--- src/rtl/instruction_fetch.sv ---
// Fetch stage: owns the PC, drives the combinational instruction memory and
// loads the IF/ID register, with stall, redirect and end-of-program handling.
//
// state | meaning
// ------+------------------------------------------------------------------
// RUN   | fetching one word per cycle from imem_addr = pc
// HALT  | fetch stopped (null word, out-of-range pc, or misaligned redirect)
module instruction_fetch #(
    parameter logic [31:0] RESET_PC  = 32'h0000_0000,
    parameter int unsigned MEM_WORDS = 1280
) (
    input  logic        clk,
    input  logic        rst,
    output logic [31:0] imem_addr,
    input  logic [31:0] imem_instr,
    input  logic        stall,
    input  logic        redirect_valid,
    input  logic [31:0] redirect_target,
    output logic        if_id_valid,
    output logic [31:0] if_id_pc,
    output logic [31:0] if_id_instr,
    output logic [31:0] if_id_pc_plus4,
    output logic        halted,
    output logic        fault,
    output logic [31:0] fetch_count
);

    typedef enum logic {
        RUN  = 1'b0,
        HALT = 1'b1
    } state_t;

    localparam logic [31:0] MEM_BYTES = 32'(MEM_WORDS * 4);

    state_t      state;
    logic [31:0] pc;
    logic [31:0] pc_plus4;
    logic        target_aligned;
    logic        pc_out_of_range;
    logic        null_word;

    assign pc_plus4        = pc + 32'd4;
    assign target_aligned  = (redirect_target[1:0] == 2'b00);
    assign pc_out_of_range = (pc >= MEM_BYTES);
    assign null_word       = (imem_instr == 32'h0000_0000);

    assign imem_addr = pc;
    assign halted    = (state == HALT);

    always_ff @(posedge clk or posedge rst) begin
        if (rst) begin
            state          <= RUN;
            pc             <= RESET_PC;
            if_id_valid    <= 1'b0;
            if_id_pc       <= 32'h0;
            if_id_instr    <= 32'h0;
            if_id_pc_plus4 <= 32'h0;
            fault          <= 1'b0;
            fetch_count    <= 32'h0;
        end else if (redirect_valid) begin
            // A redirect always squashes IF/ID, even when decode is stalled.
            if_id_valid <= 1'b0;
            if (target_aligned) begin
                pc    <= redirect_target;
                state <= RUN;
                fault <= 1'b0;
            end else begin
                state <= HALT;
                fault <= 1'b1;
            end
        end else if (!stall) begin
            case (state)
                RUN: begin
                    if (pc_out_of_range) begin
                        state       <= HALT;
                        fault       <= 1'b1;
                        if_id_valid <= 1'b0;
                    end else if (null_word) begin
                        state       <= HALT;
                        if_id_valid <= 1'b0;
                    end else begin
                        if_id_valid    <= 1'b1;
                        if_id_pc       <= pc;
                        if_id_instr    <= imem_instr;
                        if_id_pc_plus4 <= pc_plus4;
                        pc             <= pc_plus4;
                        fetch_count    <= fetch_count + 32'd1;
                    end
                end
                HALT: begin
                    if_id_valid <= 1'b0;
                end
                default: begin
                    state <= HALT;
                end
            endcase
        end
    end

endmodule
--- config.mk ---
export PLATFORM = sky130hd
export DESIGN_NAME = instruction_fetch
export DESIGN_NICKNAME = d
export VERILOG_FILES = /design/src/rtl/instruction_fetch.sv
export SDC_FILE = /design/constraint.sdc
export NUM_CORES = 1
export LEC_CHECK = 0
export CORE_ASPECT_RATIO = 1.4
export CORE_UTILIZATION = 46
export DETAILED_ROUTE_END_ITERATION = 16
export PLACE_DENSITY_LB_ADDON = 0.08
export SLEW_MARGIN = 10
export SYNTH_ARGS = -nofsm -noshare
export SYNTH_HDL_FRONTEND = slang
export SYNTH_SLANG_ARGS = --single-unit
--- constraint.sdc ---
create_clock -name clk -period 7.15 [get_ports clk]
set_clock_uncertainty 0.05 [all_clocks]
set_input_delay 1.7875 -clock clk [delete_from_list [all_inputs] [get_ports clk]]
set_output_delay 1.7875 -clock clk [all_outputs]
set_load 0.1 [all_outputs]
==> results by group <==
Outcome
  • Outcome: completed

Detailed routing
  • Starting DRT DRC Count: approximately 330
  • Routed wire per std cell: about 17 um
  • Number of iterations in the first detailed-routing pass: 4
  • Vias: 5744
  • Vias per cell: between 5 and 6
  • Residual DRC: 0
  • Post-Route WL: 18.3 mm
  • DRT antenna net count: 0

Logic synthesis
  • Syn Inst Count: 681
  • Synth top area cells: dfrtp_1 (59%), nand2_1 (9.6%), and2_1 (3.5%), xnor2_1 (3.0%), nor2_1 (2.4%)
  • Seq cells post-synth: ~160
  • Synth warnings: 0
  • Sequential share of the synthesized area: between 50% and 60%
  • Cell taking the most area after synthesis: dfrtp_1
  • Mean Syn Cell Area: 9.98 sq um
  • Synthesized area: 6790 sq um
  • Post-synth cell types: 44
  • Top-area cell type share of the netlist area: a little under 60%
  • Syn nets: 752

GRT
  • Overflow after GRT: 0
  • First-pass GRT wire length: between 30 and 40 mm
  • Number of global-route vias before repair: ~5900
  • Total Routing Usage GR: between 20% and 30%
  • Number of antenna violations at the first check in global routing: 2
  • Largest net degree at the start of global routing: between 100 and 150

Power and ir drop
  • Overall Power: about 2.3 mW
  • Total power per unit cell area: 239 nW/um^2
  • Peak VDD IR: about 140 uV
  • Leak: approximately 4.5 nW

Floorplanning
  • # IOs: 231
  • Rows: 52
  • Die Wd: about 100 um
  • Core Area: 14400 sq um
  • Starting Density: between 40 and 50%
  • Die area: 15300 sq um
  • Chip Height: roughly 150 um

STA
  • Final worst-path cycle share: around 60%
  • Setup violations, final: 0
  • Worst rel slew slack: between 30% and 40%
  • Slew @ Worst Pin: 1.04 ns
  • RSZ-0062 raised after global routing: false
  • Pins Over Slew Limit: 0
  • PnR worst setup slack: approximately 2.9 ns
  • Final hold slack: about 0.41 ns
  • Setup TNS Final: 0 ns
  • Count of final hold-check violations: 0
  • Shortest period the worst path allows: 4.28 ns
  • Fmax: 234 MHz

Critical path
  • CP Data Arrival Time: 4.53 ns
  • CP required: 7.40 ns
  • Crit-path max FO: 39
  • Crit start category: input port
  • CP Class: input port to flip-flop
  • Worst Setup End Kind: flip-flop

Layout
  • Commonest cells after routing, fill and taps aside: clkdlybuf4s50_1 (230), nand2_1 (173), dfrtp_1 (161)
  • Nets@finish: 966
  • Synth-to-Final Area Change: 44.4%
  • Share of cells above drive strength 1: 5.18%
  • Commonest non-fill, non-tap cell in the layout: clkdlybuf4s50_1
  • Non-Filler Instances: about 1100

Clock network
  • Post-CTS Repair Setup Buffers: 0
  • Max clock buf depth: 2
  • Inserted Clock Buffers: 17
  • Post-CTS Hold Buffers: 0
  • CTS resizes: 0
  • CTS tree: built
  • CTS clk-pin slew, worst paths: around 0.06 ns
  • Clk_lat worst skew: 0.42 ns
  • H-tree levels: 4
  • Number of clock sinks: 161
  • CTS root buffer: clkbuf_16

Placement
  • Detail Placement HPWL: around 13 mm
  • Pre-CTS setup slack: 2.44 ns
  • Inst Count DP: around 1100
  • RD Place Congestion: approximately 0.84
  • Port buffer count: 230

Worst hold path
  • Worst Hold Class: flip-flop to flip-flop

Flow run
  • Max-cap violation count: 0
[metrics by stage]
step	utilization, %	cell area (sq um)
final	67.9	9810
after global placement	63.7	9200
after floorplan	-	6790
after CTS	67.9	9810
after detailed placement	63.7	9200
after global routing	67.9	9810
[synthesized netlist by cell type]
cell type,count
nand2_1,173
dfrtp_1,161
nor2_1,44
and2_1,38
nand3_1,26
xnor2_1,23
a21oi_1,22
nand4_1,19
nor4_1,17
clkbuf_1,16
xor2_1,16
buf_2,14
inv_1,14
o21ai_0,14
nor3_1,13
a211oi_1,7
o21ai_1,6
a311oi_1,5
buf_4,5
nand2b_1,5
and3_1,4
buf_1,4
a31oi_1,3
ha_1,3
nor2b_1,3
or4_4,3
and4_1,2
o211ai_1,2
o22a_1,2
o32ai_1,2
or3_1,2
buf_6,1
mux2i_1,1
nor2_8,1
nor3_2,1
nor3b_1,1
o2111a_1,1
o2111ai_2,1
o2111ai_4,1
o221a_1,1
o221a_2,1
o22ai_1,1
o31ai_1,1
xnor2_2,1
[critical path, stage by stage]
cell and delay (ns):
clkdlybuf4s50_1 0.71, nor3_2 0.48, o2111ai_4 0.43, buf_4 0.39, or4_4 0.56, xnor2_2 0.14
[cell type report]
class | count | area, sq um
Fill cell | 1154 | 4630
Sequential cell | 161 | 4030
Multi-Input combinational cell | 466 | 2530
Timing Repair Buffer | 235 | 2340
Clock buffer | 20 | 457
Tap cell | 189 | 236
Clock inverter | 11 | 154
Inverter | 14 | 57.6
Antenna cell | 2 | 5.00
[final timing paths]
path	cells after the start	endpoint	slack (ns)	startpoint
worst max-delay path	6	fetch_count[13]	2.87	redirect_valid
worst min-delay path	2	if_id_instr[4]	0.41	if_id_instr[4]
worst min register to register	2	if_id_instr[4]	0.41	if_id_instr[4]
worst max register to register	6	fetch_count[13]	4.25	imem_addr[22]
max in group asynchronous	3	if_id_pc[5]	3.88	rst
min in group asynchronous	2	if_id_pc[29]	1.91	rst
[cell families (layout without fill, tap and decap cells)]
kind of cell	Yosys count	count (layout)	synth area share, %
other cells	0	2	0
buf+inv	54	280	3.63
mux	1	1	0.147
simple gates	352	352	24.3
flops	161	161	59.3
compound gates	70	70	6.83
fa+ha+maj	3	3	0.553
xor+xnor	40	40	5.27
[state kept, by name, summed over array words and instances (netlist names)]
register        count
if_id_instr        32
fetch_count        32
fault               1
if_id_pc           32
if_id_pc_plus4     30
imem_addr          32
halted              1
if_id_valid         1
[power breakdown]
group / switching (mW) / internal, mW / leakage [nW]
combinational: 0.302 / 0.114 / 2.05
clock: 0.368 / 0.569 / 0.293
sequential: 0.0478 / 0.939 / 2.14
[metal layers]
| metal | up-vias | track usage (%) | wire, um |
|---|---|---|---|
| li1 | 2710 | - | - |
| met4 | 0 | 9.58 | 345 |
| met2 | 204 | 42.7 | 9470 |
| met3 | 26 | 7.48 | 1180 |
| met1 | 2804 | 30.4 | 7330 |
| met5 | - | 0 | 0 |
(Power assumes the default switching activity.)
